<file path="config.mk">
export PLATFORM = sky130hd
export DESIGN_NAME = tone_period_meter
export DESIGN_NICKNAME = d
export VERILOG_FILES = /design/src/rtl/tone_period_meter.sv
export SDC_FILE = /design/constraint.sdc
export NUM_CORES = 1
export LEC_CHECK = 0
export CAP_MARGIN = 20
export CORE_MARGIN = 3
export CORE_UTILIZATION = 55
export DETAILED_ROUTE_END_ITERATION = 7
export PLACE_DENSITY = 0.9
export RECOVER_POWER = 50
export SYNTH_ARGS = -nofsm -noshare
export SYNTH_HDL_FRONTEND = slang
export SYNTH_SLANG_ARGS = --single-unit
export TNS_END_PERCENT = 30
</file>
<file path="constraint.sdc">
create_clock -name inclk -period 5 [get_ports inclk]
set_clock_uncertainty 0.2 [all_clocks]
set_input_delay 1 -clock inclk [delete_from_list [all_inputs] [get_ports inclk]]
set_output_delay 1 -clock inclk [all_outputs]
set_load 0.02 [all_outputs]
</file>
<file path="src/rtl/tone_period_meter.sv">
// tone_period_meter: measures half-period and period of an async square wave
// in inclk cycles; reports lock between consecutive halves and signal loss.
module tone_period_meter #(
  parameter int unsigned SYNC_STAGES = 2,
  parameter logic [31:0] TIMEOUT     = 32'd50_000_000,
  parameter logic [31:0] TOL         = 32'd1
) (
  input  logic        inclk,
  input  logic        Reset,
  input  logic        sig_in,
  output logic [31:0] half_count,
  output logic [31:0] period_count,
  output logic        valid,
  output logic        locked,
  output logic        no_signal
);

  localparam logic [1:0] S_IDLE  = 2'd0;
  localparam logic [1:0] S_ARMED = 2'd1;
  localparam logic [1:0] S_MEAS  = 2'd2;
  localparam logic [1:0] S_LOST  = 2'd3;

  logic [SYNC_STAGES-1:0] sync_q;
  logic                   hist_q;
  logic                   edge_s;

  logic [1:0]  state_q, state_d;
  logic [31:0] cnt_q, cnt_d;
  logic [31:0] prev_q, prev_d;
  logic        have_prev_q, have_prev_d;
  logic [31:0] half_q, half_d;
  logic [31:0] period_q, period_d;
  logic        valid_q, valid_d;
  logic        locked_q, locked_d;
  logic        nosig_q, nosig_d;

  logic [31:0] cur;
  logic [32:0] sum;
  logic [31:0] diff;
  logic        tmo;

  assign edge_s = sync_q[SYNC_STAGES-1] ^ hist_q;
  assign cur    = cnt_q + 32'd1;
  assign sum    = {1'b0, cur} + {1'b0, prev_q};
  assign diff   = (cur >= prev_q) ? (cur - prev_q)
                                  : (prev_q - cur);
  assign tmo    = (cnt_q == TIMEOUT - 32'd1);

  always_ff @(posedge inclk or negedge Reset) begin
    if (!Reset) begin
      sync_q <= '0;
      hist_q <= 1'b0;
    end else begin
      sync_q <= {sync_q[SYNC_STAGES-2:0], sig_in};
      hist_q <= sync_q[SYNC_STAGES-1];
    end
  end

  always_comb begin
    state_d     = state_q;
    cnt_d       = edge_s ? 32'd0 : cnt_q + 32'd1;
    prev_d      = prev_q;
    have_prev_d = have_prev_q;
    half_d      = half_q;
    period_d    = period_q;
    valid_d     = 1'b0;
    locked_d    = locked_q;
    nosig_d     = nosig_q;
    unique case (1'b1)
      (state_q == S_IDLE): begin
        if (edge_s) state_d = S_ARMED;
      end
      (state_q == S_ARMED),
      (state_q == S_MEAS): begin
        if (edge_s) begin
          half_d      = cur;
          valid_d     = 1'b1;
          prev_d      = cur;
          have_prev_d = 1'b1;
          state_d     = S_MEAS;
          // period/lock need a previous half from this same run
          if (state_q == S_MEAS && have_prev_q) begin
            period_d = sum[32] ? 32'hFFFF_FFFF : sum[31:0];
            locked_d = (diff <= TOL);
          end
        end else if (tmo) begin
          state_d  = S_LOST;
          nosig_d  = 1'b1;
          locked_d = 1'b0;
        end
      end
      default: begin
        if (edge_s) begin
          nosig_d     = 1'b0;
          have_prev_d = 1'b0;
          state_d     = S_ARMED;
        end
      end
    endcase
  end

  always_ff @(posedge inclk or negedge Reset) begin
    if (!Reset) begin
      state_q     <= S_IDLE;
      cnt_q       <= '0;
      prev_q      <= '0;
      have_prev_q <= 1'b0;
      half_q      <= '0;
      period_q    <= '0;
      valid_q     <= 1'b0;
      locked_q    <= 1'b0;
      nosig_q     <= 1'b0;
    end else begin
      state_q     <= state_d;
      cnt_q       <= cnt_d;
      prev_q      <= prev_d;
      have_prev_q <= have_prev_d;
      half_q      <= half_d;
      period_q    <= period_d;
      valid_q     <= valid_d;
      locked_q    <= locked_d;
      nosig_q     <= nosig_d;
    end
  end

  assign half_count   = half_q;
  assign period_count = period_q;
  assign valid        = valid_q;
  assign locked       = locked_q;
  assign no_signal    = nosig_q;

endmodule

</file>
==> impl_metrics.ini, run 1 <==
[status]
status = complete, but fails checks
violations = capacitance limit, slew limit

[floorplan]
rows = 46
die_x_um = 136
initial_core_util_pct = 57.4
die_area_sq_um = 18500
ios = 70
core_sq_um = 16200
die_y_um = 136

[final_layout]
final_cell_mix = nor2_1 (168), a21oi_1 (148), buf_4 (129)
stdcell_area_sq_um = 11800
nNetsFinal = 1448
fillers = 1219
finalNonFillerCells = 1564
area_growth_pct = 27.4
drive_above_1_share_pct = 17.4
num_antenna_cells = 0
final_common_cell = nor2_1

[grt]
gr-total-overflow = 0
grt_usage_pct = 33.2
grt_pass1_vias = 8856
grt_start_max_net_pins = 71
antenna_found_initial = 0
grt_pass1_wl_mm = 47.7

[synthesis]
synth-main-ff-cell = dfrtp_1
ys_seq_elements = 105
synth_nets = 1286
netlist_instances = 1181
synth_area_sq_um = 9280
synth_edf_count = 0
synth.largest_area_cell = dfrtp_1
synth_top_cell_area_share_pct = 28.3
synthArstFlopShare_pct = 100
synth_warnings = 0
synth_area_per_cell_sq_um = 7.86
synth_cell_types = 78
synth.yosys.seq_area_share_pct = 28.3
synth_area_leaders = dfrtp_1 (28%), ha_1 (13%), a21oi_1 (8.4%)

[worst_setup_path]
startpoint = cnt_q[1]$_DFF_PN0_
cp.required_ns = 5.07
critPathCapture = locked$_DFFE_PN0P_
worstSetupPathType = reg2reg
timing.rr.start = cnt_q[1]$_DFF_PN0_
crit_path_max_fanout = 4
end_kind = flop
reg2reg_to = locked$_DFFE_PN0P_
critPathArrivalTime_ns = 4.98
reg2reg_slack_ns = 0.09
rr_worst_depth = 20
startpoint_type = flop

[flow_run]
drv_cap = 4

[drt]
drc = 0
vias = 9704
routed_wl_mm = 32.1
drtIter0Drc = 1210
via_per_inst = 6.20
antenna_left = 0
routedWlPerCell_um = 20.5
firstDrtPassIters = 7

[timing]
period_needed_ns = 4.91
max_slew_margin_pct = -85.0
slew_violations = 210
timing.final.crit_share_pct = 98.3
finalHoldViolations = 0
fmax_mhz = 203
finalSetupViolCount = 0
setup_tns_ns = 0
worst_slew_pin_slew_ns = 2.77

[clock_tree]
clk_pin_slew_worst_paths_ns = 0.08
clock_path_buffers = 2
insertion_delay_ns = 0.38
htree_num_levels = 3
cts_hold_buf = 0
cts_buffers = 9
clockRootBuffer = clkbuf_16
cts_sinks = 105
cts_tree = done

[place]
gp_congestion = 1.06
portBuffers = 69
dp.final_hpwl_mm = 24.2
dpl_cell_area_sq_um = 11000
dp.cells = 1532

[pwr]
cellLeakagePower_uw = 0.00535
vdd_drop_max_uv = 453
power_uw = 7030
p_per_area_nw_per_um2 = 594

[worst_hold_path]
hp-class = reg2reg
-- synthesized netlist by cell type (12+ instances only) --
library cell / count
nor2_1: 179
o21ai_0: 64
xnor2_1: 55
dfrtp_1: 105
nand2_1: 52
nor3_1: 17
clkbuf_1: 33
nand3_1: 33
xor2_1: 29
inv_1: 114
buf_2: 12
nor4_1: 12
o21bai_1: 18
ha_1: 99
a21oi_1: 155
nand4_1: 17
-- sequential cells by signal (all words and copies together) (netlist names) --
name	flops
period_count	32
state_q	2
valid	1
locked	1
sync_q	2
hist_q	1
no_signal	1
cnt_q	32
half_count	32
have_prev_q	1
-- where the power goes --
part           switching, uW  internal (uW)  total (uW)  leakage (uW)
combinational           2820           2010        4830       0.00388
clock                    383            358         741      0.000146
sequential               313           1140        1450       0.00133
-- worst min path at each step --
stage / slack (ns) / cells past startpoint / from / endpoint
final: 0.16 / 0 / sync_q[0]$_DFF_PN0_ / sync_q[1]$_DFF_PN0_
after global routing: 0.18 / 0 / sync_q[0]$_DFF_PN0_ / sync_q[1]$_DFF_PN0_
after CTS: 0.16 / 0 / sync_q[0]$_DFF_PN0_ / sync_q[1]$_DFF_PN0_
after detailed placement: 0.14 / 0 / sync_q[0]$_DFF_PN0_ / sync_q[1]$_DFF_PN0_
after global placement: 0.14 / 0 / sync_q[0]$_DFF_PN0_ / sync_q[1]$_DFF_PN0_
after floorplan: 0.13 / 0 / sync_q[0]$_DFF_PN0_ / sync_q[1]$_DFF_PN0_
-- routing by layer --
metal  GRT usage (%)  routed length (um)  up-vias
li1                -                   -     4424
met1            49.3               14200     4683
met2            48.8               13800      541
met3            9.55                3450       56
met4            5.66                 651        0
met5               0                   0        -
-- critical path: stages (launching register included) --
cell	delay, ns
dfrtp_1	0.40
ha_1	0.21
nand3_1	0.14
nor2_2	0.20
nand2_2	0.12
buf_4	0.16
nor2_1	0.15
xnor2_1	0.17
buf_4	0.16
ha_1	0.24
a21oi_1	0.11
o21ai_0	0.47
a21oi_2	0.10
o211ai_1	0.20
a31oi_1	0.08
o21ai_0	0.47
o21ai_1	0.19
o221ai_1	0.32
xor2_1	0.13
a2111o_1	0.41
o31ai_2	0.19
-- cell families after synthesis --
group                      after synthesis  share of synthesized area [%]
and+or+nand+nor                        361                           17.8
AOI/OAI and AO/OA                      349                           23.5
buffers and inverters                  168                           7.08
DFF                                    105                           28.3
adders and majority gates              102                           14.0
xor gates and xnor gates                84                           7.93
muxes                                   12                           1.35
-- what timing repair did --
item,4_1_cts,5_1_grt
cloned,0,0
setup buffers,1,15
gates resized for setup,19,72
pin swaps,2,18
setup endpoints to repair,31,33
hold endpoints to repair,0,0
-- per-stage QoR --
stage	setup WS (ns)	utilization, %	hold WS, ns
2_1_floorplan	0.0172	-	0.131
3_3_place_gp	-0.00340	67.7	0.136
3_5_place_dp	-0.184	67.7	0.145
4_1_cts	0.0121	70.1	0.164
5_1_grt	-0.151	73.1	0.183
6_report	0.0851	73.1	0.165
-- final cells by class --
cell class	instances	area (sq um)	area share, %
tap	216	270	2.29
multi-input combinational	908	6470	54.8
clock buffer	9	225	1.91
sequential	105	2630	22.2
timing repair buffer	203	1710	14.4
inverter	116	435	3.68
clock inverter	7	80.1	0.677
Power figures use the tool's default switching activity.
==> inputs of run 2 (changes only) <==
CTS_BUF_LIST = sky130_fd_sc_hd__clkbuf_16   (was default)
==> results of run 2 <==
Final layout, timing and power as in run 1 (identical DEF).
==> inputs of run 3 (changes only) <==
PLACE_DENSITY = 0.87   (was 0.9)
clock period = 5.4 ns   (was 5 ns; I/O delays follow)
==> run 3 against run 2 <==
Final area is 7.6% lower. Clock power shrank 15%. The flow still finishes with violations (capacitance limit, slew limit). Die area unchanged. Non-clock buffer count shrank 72. Via count fell by 4.7%. Register-to-register slack better by 0.13 ns. First-iteration DRC count fell by 14%. Fmax shrank 5.3%. Sequential share of layout area is 1.8 points higher.
==> impl_metrics.ini, run 3 (synthesis gave the netlist of run 1 again) <==
[status]
status = complete, but fails checks
violations = capacitance limit, slew limit

[grt]
grt_usage_pct = 31.1
grt_start_max_net_pins = 67
grt_pass1_wl_mm = 44.9
grt_pass1_vias = 8378
gr-total-overflow = 0
antenna_found_initial = 0

[drt]
via_per_inst = 6.20
routedWlPerCell_um = 19.5
drc = 0
wl_met1_mm = 12.9
met3_length_mm = 3.39
top_layer = met4
firstDrtPassIters = 6
drtIter0Drc = 1035
antenna_left = 0
met2_length_mm = 12.1
routed_wl_mm = 29.0
vias = 9252

[final_layout]
area_growth_pct = 17.7
final_cell_mix = nor2_1 (174), a21oi_1 (153), inv_1 (116)
multi_input_area_sq_um = 6160
register_area_sq_um = 2630
fillers = 1345
nNetsFinal = 1376
num_antenna_cells = 0
final_common_cell = nor2_1
drive_above_1_share_pct = 9.17

[pwr]
power.switching_uw = 3070
pwr-share-clk_pct = 10.4
pwr-share-comb_pct = 67.7
vdd_drop_max_uv = 368
p_per_area_nw_per_um2 = 559
p_sw_share_pct = 50.3
power_uw = 6100
cellLeakagePower_uw = 0.00499
p_int_uw = 3030
pwr-share-seq_pct = 21.9

[place]
gp_congestion = 1.00
portBuffers = 69
dp.final_hpwl_mm = 22.7
place_ws_ns = 0.102

[worst_setup_path]
worstSetupPathType = reg2reg
path_cells = nand3_1 > nor2_2 > and3_1 > nand3_1 > or2_2 > nor2_1 > xnor2_2 > inv_1 > ha_1 > buf_4 > nand3_1 > nand2_1 > a221o_1 > a311oi_4 > o21ai_2 > buf_4 > a311oi_1 > a21oi_1 > a311oi_2 > xnor2_1 > nand3_1 > o31ai_2
critPathArrivalTime_ns = 5.26
crit_family = compound AO/OA/AOI/OAI gates
cp.required_ns = 5.47
crit_path_max_fanout = 11
max_stage_delay_ns = 0.42
path_buf_inv = 3
startpoint_type = flop
path_common_cell = nand3_1
end_kind = flop
crit_slowest_cell = a311oi_4

[timing]
period_needed_ns = 5.19
worst_slew_pin_slew_ns = 3.33
max_slew_margin_pct = -122
setup_ws_ns = 0.212
timing.final.crit_share_pct = 96.1
fmax_mhz = 193
slew_violations = 132
finalHoldViolations = 0
finalSetupViolCount = 0

[floorplan]
die_x_um = 136
initial_core_util_pct = 57.4
core_sq_um = 16200
ios = 70
die_y_um = 136
die_area_sq_um = 18500
rows = 46

[clock_tree]
clockRootBuffer = clkbuf_16
cts_buffers = 9
clk_pin_slew_worst_paths_ns = 0.07
cts_sinks = 105
clock_path_buffers = 2
cts_hold_buf = 0
insertion_delay_ns = 0.37
cts_tree = done
htree_num_levels = 3

[flow_run]
drv_cap = 2

[worst_hold_path]
hp-class = reg2reg
## run 3: worst paths after layout
kind | from | end | slack, ns | cells past startpoint
setup / recovery | cnt_q[13]$_DFF_PN0_ | locked$_DFFE_PN0P_ | 0.21 | 22
hold / removal | sync_q[0]$_DFF_PN0_ | sync_q[1]$_DFF_PN0_ | 0.16 | 0
setup reg to reg | cnt_q[13]$_DFF_PN0_ | locked$_DFFE_PN0P_ | 0.21 | 22
hold reg to reg | sync_q[0]$_DFF_PN0_ | sync_q[1]$_DFF_PN0_ | 0.16 | 0
max in group asynchronous | Reset | cnt_q[20]$_DFF_PN0_ | 1.00 | 2
min in group asynchronous | Reset | cnt_q[10]$_DFF_PN0_ | 1.63 | 1
## run 3: cell type report
class,instances,area share (%)
clock buffers,9,2.06
inverters,116,3.99
well taps,216,2.47
flip-flops and latches,105,24.1
repair buffers,131,10.5
multi-input cells,908,56.4
clock inverters,7,0.435
## run 3: timing repair
| action | 4_1_cts | 5_1_grt |
|---|---|---|
| setup endpoints to repair | 0 | 32 |
| setup buffers | 0 | 3 |
| resized for setup | 0 | 31 |
| hold endpoints to repair | 0 | 0 |
## run 3: per-layer routing
layer / vias up / track usage [%]
li1: 4275 / -
met1: 4393 / 48.1
met2: 539 / 43.4
met3: 45 / 7.44
met4: 0 / 8.01
met5: - / 0
## run 3: metrics by stage
step | hold slack (ns) | utilization (%) | TNS, ns | std cells | cell area, sq um
after floorplan | 0.131 | - | 0 | 1181 | 9280
after global placement | 0.139 | 64.9 | 0 | 1473 | 10500
after detailed placement | 0.141 | 64.9 | 0 | 1473 | 10500
after CTS | 0.156 | 66.6 | 0 | 1489 | 10800
after global routing | 0.168 | 67.5 | -0.0642 | 1492 | 10900
final | 0.156 | 67.5 | 0 | 1492 | 10900
## run 3: power by group through the flow
| stage | Combinational, uW | Clock, uW | Sequential [uW] |
|---|---|---|---|
| 2_1_floorplan | 2290 | 0 | 1580 |
| 3_3_place_gp | 3920 | 0 | 1320 |
| 3_5_place_dp | 3970 | 0 | 1340 |
| 4_1_cts | 3990 | 635 | 1330 |
| 5_1_grt | 4450 | 666 | 1380 |
| 6_report | 4130 | 633 | 1340 |
